**src/rtl/booth_r4_mul_pkg.sv**
```systemverilog
// Shared types for the radix-4 Booth multiplier:
// FSM states, recoded digits and the group-to-digit map.
package booth_pkg;

  typedef enum logic [1:0] {
    IDLE,
    CALC,
    DONE
  } state_e;

  typedef enum logic [2:0] {
    ZERO,
    POS1,
    POS2,
    NEG1,
    NEG2
  } digit_e;

  function automatic digit_e booth_digit(input logic [2:0] grp);
    unique case (grp)
      3'b001, 3'b010: return POS1;
      3'b011:         return POS2;
      3'b100:         return NEG2;
      3'b101, 3'b110: return NEG1;
      default:        return ZERO;
    endcase
  endfunction

endpackage

```
**src/rtl/booth_r4_mul_if.sv**
```systemverilog
// Start/busy/valid handshake bundle for the Booth multiplier:
// operands in, product and status out.
interface booth_r4_mul_if #(
  parameter int WIDTH = 16
) ();

  logic               start;
  logic               is_signed;
  logic [WIDTH-1:0]   X;
  logic [WIDTH-1:0]   Y;
  logic               busy;
  logic [2*WIDTH-1:0] Z;
  logic               valid;

  modport master (
    output start,
    output is_signed,
    output X,
    output Y,
    input  busy,
    input  Z,
    input  valid
  );

  modport slave (
    input  start,
    input  is_signed,
    input  X,
    input  Y,
    output busy,
    output Z,
    output valid
  );

endinterface

```
**src/rtl/booth_r4_enc.sv**
```systemverilog
// Radix-4 Booth recoder: one 3-bit multiplier group
// to zero / negate / double control flags.
module booth_r4_enc
  import booth_pkg::*;
(
  input  logic [2:0] grp_i,
  output logic       zero_o,
  output logic       neg_o,
  output logic       two_o
);

  digit_e dig;

  always_comb begin
    dig    = booth_digit(grp_i);
    zero_o = 1'b0;
    neg_o  = 1'b0;
    two_o  = 1'b0;
    unique case (dig)
      ZERO: zero_o = 1'b1;
      POS2: two_o  = 1'b1;
      NEG1: neg_o  = 1'b1;
      NEG2: begin
        neg_o = 1'b1;
        two_o = 1'b1;
      end
      default: ;
    endcase
  end

endmodule

```
**src/rtl/booth_r4_mul.sv**
```systemverilog
// Sequential radix-4 Booth multiplier, signed or unsigned
// per operation, two multiplier bits retired per cycle.
module booth_r4_mul
  import booth_pkg::*;
#(
  parameter int WIDTH = 16
) (
  input  logic          clk,
  input  logic          reset,
  booth_r4_mul_if.slave bus
);

  localparam int N  = WIDTH / 2 + 1;
  localparam int E  = WIDTH + 2;
  localparam int CW = $clog2(N + 1);

  if ((WIDTH % 2) != 0 || WIDTH < 4) begin : g_bad_width
    $error("booth_r4_mul: WIDTH must be even and >= 4");
  end

  state_e          state_q;
  logic [E-1:0]    m_q;
  logic [E:0]      a_q;
  logic [E-1:0]    q_q;
  logic            q1_q;
  logic [CW-1:0]   cnt_q;
  logic [2*WIDTH-1:0] z_q;
  logic            valid_q;

  logic            dg_zero;
  logic            dg_neg;
  logic            dg_two;
  logic [E:0]      addend;
  logic [E:0]      a_d;
  logic [E-1:0]    x_ext;
  logic [E-1:0]    y_ext;
  logic [2*WIDTH-1:0] z_d;
  logic            last;

  booth_r4_enc u_enc (
    .grp_i  ({q_q[1:0], q1_q}),
    .zero_o (dg_zero),
    .neg_o  (dg_neg),
    .two_o  (dg_two)
  );

  // Extension to E bits lets the signed datapath serve unsigned operands too.
  always_comb begin
    x_ext = bus.is_signed ? {{2{bus.X[WIDTH-1]}}, bus.X}
                          : {2'b00, bus.X};
    y_ext = bus.is_signed ? {{2{bus.Y[WIDTH-1]}}, bus.Y}
                          : {2'b00, bus.Y};
    addend = '0;
    if (!dg_zero) begin
      addend = dg_two ? {m_q, 1'b0} : {m_q[E-1], m_q};
    end
    a_d  = dg_neg ? a_q - addend : a_q + addend;
    z_d  = {a_q[WIDTH-3:0], q_q};
    last = (cnt_q == CW'(N - 1));
  end

  always_ff @(posedge clk) begin
    if (reset) begin
      state_q <= IDLE;
      m_q     <= '0;
      a_q     <= '0;
      q_q     <= '0;
      q1_q    <= 1'b0;
      cnt_q   <= '0;
      z_q     <= '0;
      valid_q <= 1'b0;
    end else begin
      valid_q <= 1'b0;
      unique case (state_q)
        IDLE, DONE: begin
          if (state_q == DONE) begin
            z_q     <= z_d;
            valid_q <= 1'b1;
          end
          if (bus.start) begin
            m_q     <= y_ext;
            q_q     <= x_ext;
            a_q     <= '0;
            q1_q    <= 1'b0;
            cnt_q   <= '0;
            state_q <= CALC;
          end else begin
            state_q <= IDLE;
          end
        end
        CALC: begin
          a_q   <= {{2{a_d[E]}}, a_d[E:2]};
          q_q   <= {a_d[1:0], q_q[E-1:2]};
          q1_q  <= q_q[1];
          cnt_q <= cnt_q + CW'(1);
          if (last) begin
            state_q <= DONE;
          end
        end
        default: state_q <= IDLE;
      endcase
    end
  end

  assign bus.busy  = (state_q == CALC);
  assign bus.Z     = z_q;
  assign bus.valid = valid_q;

endmodule

```
**src/flat_wrapper.sv**
```systemverilog
// flat-port wrapper written by rule: the top's interface ports become plain ports
module booth_r4_mul_flat import booth_pkg::*;
#(
  parameter int WIDTH = 16
)
  (clk, reset, bus_start, bus_is_signed, bus_X, bus_Y, bus_busy, bus_Z, bus_valid);
  booth_r4_mul_if #(.WIDTH(WIDTH)) bus_i ();
  input  logic clk;
  input  logic reset;
  input wire logic [$bits(bus_i.start)-1:0] bus_start;
  input wire logic [$bits(bus_i.is_signed)-1:0] bus_is_signed;
  input wire logic [$bits(bus_i.X)-1:0] bus_X;
  input wire logic [$bits(bus_i.Y)-1:0] bus_Y;
  output wire logic [$bits(bus_i.busy)-1:0] bus_busy;
  output wire logic [$bits(bus_i.Z)-1:0] bus_Z;
  output wire logic [$bits(bus_i.valid)-1:0] bus_valid;
  assign bus_i.start = bus_start;
  assign bus_i.is_signed = bus_is_signed;
  assign bus_i.X = bus_X;
  assign bus_i.Y = bus_Y;
  assign bus_busy = bus_i.busy;
  assign bus_Z = bus_i.Z;
  assign bus_valid = bus_i.valid;
  booth_r4_mul #(.WIDTH(WIDTH)) u_core (.clk(clk), .reset(reset), .bus(bus_i));
endmodule
```
**config.mk**
```make
export PLATFORM = sky130hd
export DESIGN_NAME = booth_r4_mul_flat
export DESIGN_NICKNAME = d
export VERILOG_FILES = /design/src/rtl/booth_r4_mul_pkg.sv /design/src/rtl/booth_r4_mul_if.sv /design/src/rtl/booth_r4_enc.sv /design/src/rtl/booth_r4_mul.sv /design/src/flat_wrapper.sv
export SDC_FILE = /design/constraint.sdc
export NUM_CORES = 1
export LEC_CHECK = 0
export ABC_CLOCK_PERIOD_IN_PS = 5100
export CAP_MARGIN = 10
export CORE_MARGIN = 3
export CORE_UTILIZATION = 57
export CTS_BUF_LIST = sky130_fd_sc_hd__clkbuf_8
export CTS_CLUSTER_DIAMETER = 100
export DETAILED_ROUTE_END_ITERATION = 7
export GPL_TIMING_DRIVEN = 0
export PLACE_DENSITY = 0.81
export SLEW_MARGIN = 20
export SYNTH_ARGS = -nofsm -noshare
export SYNTH_HDL_FRONTEND = slang
export SYNTH_SLANG_ARGS = --single-unit
```
**constraint.sdc**
```tcl
create_clock -name clk -period 5.1 [get_ports clk]
set_input_delay 0.765 -clock clk [delete_from_list [all_inputs] [get_ports clk]]
set_output_delay 0.765 -clock clk [all_outputs]
set_load 0.01 [all_outputs]
```
After elaboration in Yosys (flattened, before gate mapping)

Index checks and enable logic that the tools add are counted.

Register bits: 95
Input bits: 36
Output and inout port bits: 34
Word-level logic and storage cells: 59

Add/sub/neg operators: 3
Equality and inequality tests: 14
Muxes and demuxes: 21
Bitwise gates (word level): 1
Reductions and logical operators: 12

Operators by type and width:

| kind                                                 | count |
|---|---|
| two-way mux 18 bit                                   | 4 |
| two-way mux 19 bit                                   | 3 |
| one-hot mux 19 bit (2 select lines)                  | 1 |
| one-hot mux 18 bit (2 select lines)                  | 1 |
| adder 19 bit                                         | 1 |
| subtractor 19 bit                                    | 1 |
| equality test 3 x 2 -> 1 bit (second input constant) | 4 |
| equality test 3 bit (second input constant)          | 4 |
| one-hot mux 3 bit (4 select lines)                   | 1 |
| OR reduction 2 bit                                   | 6 |
| one-hot mux 4 bit (2 select lines)                   | 1 |
| two-way mux 1 bit                                    | 6 |
| AND reduction 2 bit                                  | 3 |
| adder 4 x 1 -> 4 bit (second input constant)         | 1 |
| equality test 4 bit (second input constant)          | 1 |
| two-way mux 4 bit                                    | 1 |
| one-hot mux 2 bit (2 select lines)                   | 1 |
| equality test 3 x 1 -> 1 bit (second input constant) | 1 |
| logical NOT 3 bit                                    | 1 |
| equality test 2 x 1 -> 1 bit (second input constant) | 1 |
| equality test 2 bit (second input constant)          | 1 |
| logical NOT 2 bit                                    | 1 |
| two-way mux 2 bit                                    | 1 |
| != test 2 x 1 -> 1 bit (second input constant)       | 1 |
| 4 further kinds                                      | 4 |

Logic depth before layout (Yosys ltp)

Gate-level depths: netlist of the first run.

Depth after elaboration: 11
Mapped depth: 25

By module

Synthesis of the first run repeated with hierarchy kept, for this count alone.

Cell total of the unflattened synthesis: 696
Area, all modules: 5162.5 µm²

By module, submodules not included:

| module       | instances | cells each | area an instance (µm²) | sequential area each (µm²) |
|---|---|---|---|---|
| booth_r4_mul | 1         | 690        | 5126.2                 | 1841.8 |
| booth_r4_enc | 1         | 6          | 36.3                   | 0.0 |

Worst setup path after synthesis of the first run

Ideal clock, no wire load.

Path type: register -> register
From: register u_core.q1_q
To: register u_core.a_q[13]
Setup time: 117 ps
Arrival: 4192 ps
Data required time: 4983 ps
Slack: 792 ps
Cell stages (with the launch flop): 25
Buffers on the path: 3
Period minus slack after synthesis: 4308 ps
Cell sequence: dfxtp_1 > buf_6 > or3b_1 > buf_2 > and2_4 > clkbuf_1 > nand2_1 > nand2_1 > nand2_1 > ha_1 > inv_1 > a21oi_1 > nand2_1 > or2_2 > o21ai_0 > a221oi_1 > ha_1 > a21o_1 > a21oi_1 > nor2b_1 > a311oi_1 > o41ai_1 > o31ai_1 > xnor2_1 > a22o_1

Cells in the longest elaborated chain, start to end: 11
Elaborated cells between the ends (all ways): 24
Classes of those cells: add/sub: 2; eq/ne: 9; mux: 8; reduce/logical: 5

RTL lines:

| item                                                                | line                   | RTL |
|---|---|---|
| from (decl)                                                         | booth_r4_mul.sv:25     | `logic q1_q;` |
| from (signal assigned)                                              | booth_r4_mul.sv:94     | `q1_q <= q_q[1];` |
| equality test 3 bit, or another cell as far along                   | booth_r4_mul_pkg.sv:20 | `unique case (grp)` |
| OR reduction 2 bit                                                  | booth_r4_mul_pkg.sv:20 |  |
| one-hot mux 3 bit (4 select lines) (*)                              | booth_r4_mul_pkg.sv:20 |  |
| equality test 3 bit or equality test 3 x 2 -> 1 bit (tied branches) | booth_r4_enc.sv:19     | `unique case (dig)` |
| OR reduction 2 bit (no line)                                        | -                      |  |
| two-way mux 1 bit                                                   | booth_r4_enc.sv:19     |  |
| two-way mux 18 bit                                                  | booth_r4_mul.sv:55     | `addend = dg_two ? {m_q, 1'b0} : {m_q[E-1], m_q};` |
| two-way mux 19 bit                                                  | booth_r4_mul.sv:54     | `if (!dg_zero) begin` |
| adder 19 bit or subtractor 19 bit (tied branches)                   | booth_r4_mul.sv:57     | `a_d = dg_neg ? a_q - addend : a_q + addend;` |
| two-way mux 19 bit (*)                                              | booth_r4_mul.sv:57     |  |
| one-hot mux 19 bit (2 select lines) (*)                             | booth_r4_mul.sv:74     | `unique case (state_q)` |
| to (signal assigned)                                                | booth_r4_mul.sv:92     | `a_q <= {{2{a_d[E]}}, a_d[E:2]};` |
| to (decl)                                                           | booth_r4_mul.sv:23     | `logic [E:0] a_q;` |

Every way passes the cells marked *; elsewhere a longest branch is shown, timed or not.
A chain may end at the register's enable or synchronous reset.

Worst setup path in the final report of the first run

From: register u_core.q1_q
To: register u_core.a_q[17]

Same word-level chain as after synthesis.

==> summary.md, run 1 <==
| Metric | Value |
|---|---|
| Syn. warnings | `0` |
| RSZ-0062 raised after global routing | `false` |
| Total CTS buffers | `9` |
| CP startpoint kind | `flop` |
| Total GRT Usage | `0.305` |
| FILL cells | `745` |
| Initial antenna violation count | `0` |
| Endpoint type of the worst setup path | `flop` |
| CTS tree | `built` |
| Number of synthesized flops with an enable pin | `0` |
| Core Util, Final | `0.708` |
| H-tree depth | `3` |
| Die H | `101 microns` |
| Total Nets Final | `828` |
| Detail Placement HPWL | `11.4 mm` |
| Main combinational cell family by area after synthesis | `compound AO/OA/AOI/OAI gates` |
| Post-route setup slack | `0.400 ns` |
| PortBufs | `68` |
| WL final | `15.4 mm` |
| Synth Area in Compound Gates | `0.264` |
| Vias per cell | `6.03` |
| Setup TNS | `0 ns` |
| Final hold violations | `0` |
| Yosys top cell by area | `dfxtp_1` |
| Vias post-DR | `5321` |
| Mapped Avg Cell Area | `7.48 sq um` |
| Hold-fix buffers, CTS | `0` |
| MaxCap Viol Count | `0` |
| FP Rows | `34` |
| Worst slew margin | `0.498` |
| Die extent in x | `101 microns` |
| Largest net degree at the start of global routing | `18` |
| Worst EP arrival | `4.96 ns` |
| Area delta synth->final | `20.0%` |
| Vias in the first global route | `4919` |
| Fin area | `6200 sq um` |
| GR Util met1 | `0.405` |
| Remaining DRCs | `0` |
| DRT Pass-1 Iters | `5` |
| Post-Place Worst Slack | `-0.00104 ns` |
| Clk slew on worst S/H paths | `0.10 ns` |
| P_leak | `2.29 nW` |
| Antenna viol nets, final | `0` |
| Mapped Cells | `691` |
| Mux contribution to synthesized area | `0.0230` |
| Status | `finished, final reports clean` |
| Grt met2 use | `0.501` |
| Sequential area share after synthesis | `0.356` |
| Final setup fails | `0` |
| First-pass GRT wire length | `24.7 mm` |
| Gpl congestion | `0.984` |
| Synth area leaders | `dfxtp_1 (36%), nand2_1 (11%), a21oi_1 (11%)` |
| Post-Syn Area | `5170 sq um` |
| Total die area | `10200 sq um` |
| Busiest grt layer | `met2` |
| GR Layer Usage met3 | `0.0530` |
| Minimum clock period | `4.70 ns` |
| CTS Root Cell | `clkbuf_8` |
| Violation count after the first detailed-routing iteration | `336` |
| Main flop type after synthesis | `dfxtp_1` |
| Type of the worst min-delay path | `flop to flop` |
| N_diodes | `0` |
| Initial core utilization | `0.590` |
| Post-Synth XOR/XNOR Area | `0.0416` |
| Share of layout cells above drive strength 1 | `0.0490` |
| Tcrit/Tclk final | `0.922` |
| Synth cell count leaders | `nand2_1 (157), a21oi_1 (117), dfxtp_1 (92), nor2_1 (39), clkbuf_1 (38)` |
| Synth top area share | `0.356` |
| WP data required | `5.36 ns` |
| Post-synthesis net count | `749` |
| Critical path class | `flop to flop` |
| Core ar. | `8760 sq um` |
| Max Slew Vio Count | `0` |
| Design Power | `0.00239 W` |
| Ys async rst share | `0` |
| Final Skew | `0.0182 ns` |
| Drt wl/cell | `17.5 microns` |
| CTS Buffer Depth | `2` |
| Synth Area in Simple Gates | `0.204` |
| Max Freq | `0.213 GHz` |
| IO Pins | `70` |
| Worst-path maximum fanout | `10` |
| Max rail drop VDD | `0.231 mV` |
| Gr ovfl total | `0` |
| Transition time of the tightest slew-check pin | `0.745 ns` |
| #FFs+latches synth | `92` |
| Worst-skew pair later-pin latency | `0.38 ns` |
| Pwr/cell area | `385 nW/um^2` |
| Adder-cell share of the synthesized area | `0.0605` |
| Sink Count | `92` |
| Top-count cell post-synth | `nand2_1` |
| Yosys cell types | `55` |
| Cell Area, Placed | `5990 sq um` |
[routing by layer]
layer,vias to the layer above,wire [microns]
li1,2568,-
met1,2512,6740
met2,208,7200
met3,33,1060
met4,0,428
met5,-,0
[sequential cells by signal (all words and copies together) (netlist names)]
name / flops
u_core.a_q: 17
u_core.bus.Z: 32
u_core.bus.valid: 1
u_core.q1_q: 1
u_core.state_q: 2
u_core.q_q: 18
u_core.m_q: 17
u_core.cnt_q: 4
[cell usage in the layout (no fill, tap or decap), drive strengths merged, types with 11 or more instances in the layout]
cell	Yosys	routed
nand2	158	158
dfxtp	92	92
o21ai	28	28
clkbuf	38	47
a21oi	117	117
inv	17	20
clkdlybuf4s50	0	68
xnor2	12	12
a22oi	29	29
ha	21	21
buf	10	11
nor2	39	39
[worst max-delay path, cell delays in order, from the launching register on]
cell and delay [ns]:
dfxtp_1 0.35, buf_6 0.15, or3b_1 0.35, buf_2 0.18
nand2_1 0.33, nand2_1 0.09, nand2_1 0.10, nand2_1 0.06
ha_1 0.20, inv_1 0.11, a21oi_1 0.07, nand2_1 0.13
or2_2 0.17, o21ai_0 0.10, a221oi_2 0.35, ha_1 0.27
a21o_1 0.13, a211oi_1 0.09, o2bb2ai_1 0.15, a21oi_1 0.39
a211oi_2 0.18, a21oi_1 0.23, xnor3_1 0.24, a22o_1 0.18
[cell type report]
| type | count | area [sq um] | share of cell area |
|---|---|---|---|
| buffer | 47 | 190 | 0.0307 |
| clock inverter | 6 | 52.6 | 0.00847 |
| sequential | 92 | 1840 | 0.297 |
| timing repair buffer | 69 | 688 | 0.111 |
| clock buffer | 10 | 138 | 0.0222 |
| tap | 108 | 135 | 0.0218 |
| multi-input combinational | 533 | 3090 | 0.498 |
| inverter | 18 | 67.6 | 0.0109 |
[worst paths after layout]
kind / start / to / slack (ns) / depth (start not counted)
setup reg to reg: u_core.q1_q$_SDFFE_PP0P_ / u_core.a_q[17]$_SDFFE_PP0P_ / 0.40 / 23
setup / recovery: u_core.q1_q$_SDFFE_PP0P_ / u_core.a_q[17]$_SDFFE_PP0P_ / 0.40 / 23
hold / removal: u_core.bus.Z[26]$_SDFFE_PP0P_ / u_core.bus.Z[26]$_SDFFE_PP0P_ / 0.46 / 2
hold reg to reg: u_core.bus.Z[26]$_SDFFE_PP0P_ / u_core.bus.Z[26]$_SDFFE_PP0P_ / 0.46 / 2
[kinds of logic (layout without fill, tap and decap cells)]
group                    count (synthesis)  after routing
AND/OR/NAND/NOR                        248            248
AO/OA/AOI/OAI                          226            226
flip-flops                              92             92
buffers and inverters                   66            150
adder cells (fa/ha/maj)                 25             25
XOR/XNOR                                23             23
multiplexers                            11             11
[power by group]
part           switching, W  total [W]  internal [W]
clock              0.000292   0.000491      0.000199
combinational      0.000588    0.00106      0.000470
sequential        0.0000607   0.000840      0.000779
total              0.000940    0.00239       0.00145
[through the flow]
| step | hold slack (ns) | cells |
|---|---|---|
| after global routing | 0.478 | 883 |
| after global placement | 0.444 | 867 |
| after floorplan | 0.445 | 691 |
| final | 0.460 | 883 |
| after detailed placement | 0.446 | 867 |
| after CTS | 0.460 | 883 |
[timing repair]
action	CTS	global route
pin swaps	0	2
endpoints found under the setup margin	1	4
resized for setup	1	3
setup buffers	0	1
Note: power is estimated with default switching activity, not from simulation.
==> inputs of run 2 (changes only) <==
CTS_CLUSTER_SIZE = 24   (was default)
==> results of run 2 <==
Same layout as run 1: the final DEF is identical, and so are final timing and power.
==> inputs of run 3 (changes only) <==
CORE_UTILIZATION = 23   (was 57)
PLACE_DENSITY = 0.39   (was 0.81)
==> summary.md, run 3 (same netlist as run 1, synthesis figures left out) <==
| Metric | Value |
|---|---|
| Initial core utilization | `0.235 (-0.355)` |
| Reg-to-reg endpoint | `u_core.a_q[13]$_SDFFE_PP0P_` |
| Commonest cells after routing, fill and taps aside | `nand2_1 (156), a21oi_1 (117), dfxtp_1 (92), clkdlybuf4s50_1 (68), nor2_1 (39)` |
| RSZ-0062 raised after global routing | `false` |
| Status | `finished, final reports clean` |
| Gr ovfl total | `0 (unchanged)` |
| IO Pins | `70 (unchanged)` |
| MaxCap Viol Count | `0 (unchanged)` |
| Total GRT Usage | `0.151 (-0.154)` |
| Worst slew margin | `0.477 (-0.0211)` |
| CP startpoint kind | `flop` |
| Minimum clock period | `4.67 ns (-0.0258 ns)` |
| R2R setup slack | `0.43 ns (+0.03 ns)` |
| Worst-skew pair later-pin latency | `0.39 ns (about the same)` |
| Max rail drop VDD | `0.205 mV (-11%)` |
| CP Cell Sequence | `buf_6 > or3b_1 > buf_2 > and2_4 > nand2_1 > nand2_1 > nand2_1 > ha_1 > inv_1 > a21oi_1 > nand2_1 > or2_2 > o21ai_0 > a221oi_2 > ha_1 > a21o_1 > a21oi_1 > nor2b_1 > a311oi_2 > buf_4 > o41ai_4 > o31ai_1 > xnor2_1 > a22o_1` |
| Die H | `156 microns (+54%)` |
| Total die area | `24300 sq um (+140%)` |
| Area delta synth->final | `24.8%` |
| Die extent in x | `156 microns (+54%)` |
| Setup TNS | `0 ns (unchanged)` |
| Tcrit/Tclk final | `0.916 (-0.00505)` |
| DRT Pass-1 Iters | `5 (unchanged)` |
| Worst-path maximum fanout | `11 (+1)` |
| Max FFs per register | `32 (unchanged)` |
| Initial antenna violation count | `0 (unchanged)` |
| Antenna viol nets, final | `0 (unchanged)` |
| CTS tree | `built` |
| Fin Hold WS | `0.462 ns (+0.00165 ns)` |
| Worst EP arrival | `4.97 ns (about the same)` |
| Share of layout cells above drive strength 1 | `0.0515 (+0.00251)` |
| PortBufs | `68 (unchanged)` |
| Max Slew Vio Count | `0 (unchanged)` |
| H-tree depth | `3 (unchanged)` |
| Gpl congestion | `0.881 (-10%)` |
| Violation count after the first detailed-routing iteration | `344 (+2.4%)` |
| FF-to-FF Start | `u_core.q1_q$_SDFFE_PP0P_` |
| P_leak | `2.30 nW (+0.65%)` |
| Final hold violations | `0 (unchanged)` |
| Final setup fails | `0 (unchanged)` |
| Max Freq | `0.214 GHz (+0.55%)` |
| WL final | `18.2 mm (+18%)` |
| Transition time of the tightest slew-check pin | `0.785 ns (+0.0395 ns)` |
| Vias in the first global route | `5235 (+6.4%)` |
| N_diodes | `0 (unchanged)` |
| Largest net degree at the start of global routing | `20 (+2)` |
| Hold-fix buffers, CTS | `0 (unchanged)` |
| Critical path class | `flop to flop` |
| Vias post-DR | `5172 (-2.8%)` |
| CTS Root Cell | `clkbuf_8` |
| Detail Placement HPWL | `13.7 mm (+20%)` |
| Remaining DRCs | `0 (unchanged)` |
| Pwr/cell area | `379 nW/um^2 (-1.5%)` |
| CTS Buffer Depth | `2 (unchanged)` |
| Total Nets Final | `829 (+0.12%)` |
| CP endpoint | `u_core.a_q[13]$_SDFFE_PP0P_` |
| Design Power | `0.00245 W (+2.4%)` |
| Total CTS buffers | `9 (unchanged)` |
| FP Rows | `54 (+59%)` |
| WP data required | `5.40 ns (+0.04 ns)` |
| Commonest non-fill, non-tap cell in the layout | `nand2_1` |
| Vias per cell | `4.90 (-19%)` |
| CP max stage cell | `ha_1` |
| Core ar. | `22000 sq um (+150%)` |
| First-pass GRT wire length | `28.5 mm (+15%)` |
| Final Skew | `0.0209 ns (+0.00270 ns)` |
| Worst Reg-to-Reg Cells | `24 (+4.3%)` |
| Worst setup startpoint | `u_core.q1_q$_SDFFE_PP0P_` |
| Clk slew on worst S/H paths | `0.12 ns (+0.02 ns)` |
| Sink Count | `92 (unchanged)` |
| FILL cells | `2387 (+220%)` |
| Most frequent CP cell | `nand2_1` |
| Endpoint type of the worst setup path | `flop` |
| Type of the worst min-delay path | `flop to flop` |
| Drt wl/cell | `17.3 microns (-1.3%)` |
| Critical Path Max Stage Delay | `0.41 ns (+0.02 ns)` |
==> run 3: changes by cell type in the layout (fill, tap and decap cells not counted), sizes merged <==
| cell | change |
|---|---|
| buf | +1 |
| clkbuf | -1 |
| clkinv | +1 |
| clkinvlp | -1 |
| inv | +1 |
==> run 3: layer usage <==
metal	up-vias	part of all wire	global-route usage	wire length [microns]
li1	2584	-	-	-
met5	-	0	0	0
met3	37	0.040	0.0266	720
met4	0	0.043	0.0757	788
met2	115	0.45	0.240	8270
met1	2436	0.46	0.196	8440
==> run 3: how the worst min path moves through the flow <==
stage	startpoint	end	slack, ns	cells after the start
finish	u_core.bus.Z[26]$_SDFFE_PP0P_	u_core.bus.Z[26]$_SDFFE_PP0P_	0.46	2
global route	u_core.bus.Z[22]$_SDFFE_PP0P_	u_core.bus.Z[22]$_SDFFE_PP0P_	0.48	2
CTS	u_core.bus.Z[26]$_SDFFE_PP0P_	u_core.bus.Z[26]$_SDFFE_PP0P_	0.46	2
global placement	u_core.bus.Z[11]$_SDFFE_PP0P_	u_core.bus.Z[11]$_SDFFE_PP0P_	0.45	2
floorplan	u_core.q_q[17]$_SDFFE_PP0P_	u_core.bus.Z[17]$_SDFFE_PP0P_	0.44	2
detailed placement	u_core.bus.Z[26]$_SDFFE_PP0P_	u_core.bus.Z[26]$_SDFFE_PP0P_	0.45	2
==> run 3: timing repair <==
item                       4_1_cts  5_1_grt
setup buffers                    0        2
pin swaps                        0        1
setup endpoints to repair        3        9
cloned                           0        0
resized for setup                2        4
==> run 3: critical path: cells and delay by family, from the launching register on <==
family,cells,cell delay (ns)
AND/OR/NAND/NOR,8,1.46
XOR/XNOR,1,0.13
adder cells (fa/ha/maj),2,0.56
buffers and inverters,4,0.58
AO/OA/AOI/OAI,9,1.47
flip-flops,1,0.36
==> run 3: area by class of cell <==
class / instances / area [sq um] / share of cell area
plain buffers: 47 / 190 / 0.0295
clock buffers: 9 / 124 / 0.0192
clock inverters: 7 / 76.3 / 0.0118
inverters: 18 / 67.6 / 0.0105
multi-input cells: 533 / 3110 / 0.481
flip-flops and latches: 92 / 1840 / 0.285
well taps: 280 / 350 / 0.0543
repair buffers: 70 / 696 / 0.108
==> run 3: stage by stage <==
step                setup slack, ns   util  instances  instance area [sq um]
floorplan                     0.792      -        691                   5170
global placement             -0.255  0.282       1039                   6200
detailed placement           -0.163  0.282       1039                   6200
CTS                         0.00317  0.292       1055                   6410
global route                 0.0151  0.294       1056                   6450
finish                        0.426  0.294       1056                   6450
==> run 3: report_power, final <==
part / switching [W] / internal, W
clock: 0.000328 / 0.000195
combinational: 0.000596 / 0.000489
sequential: 0.0000592 / 0.000779
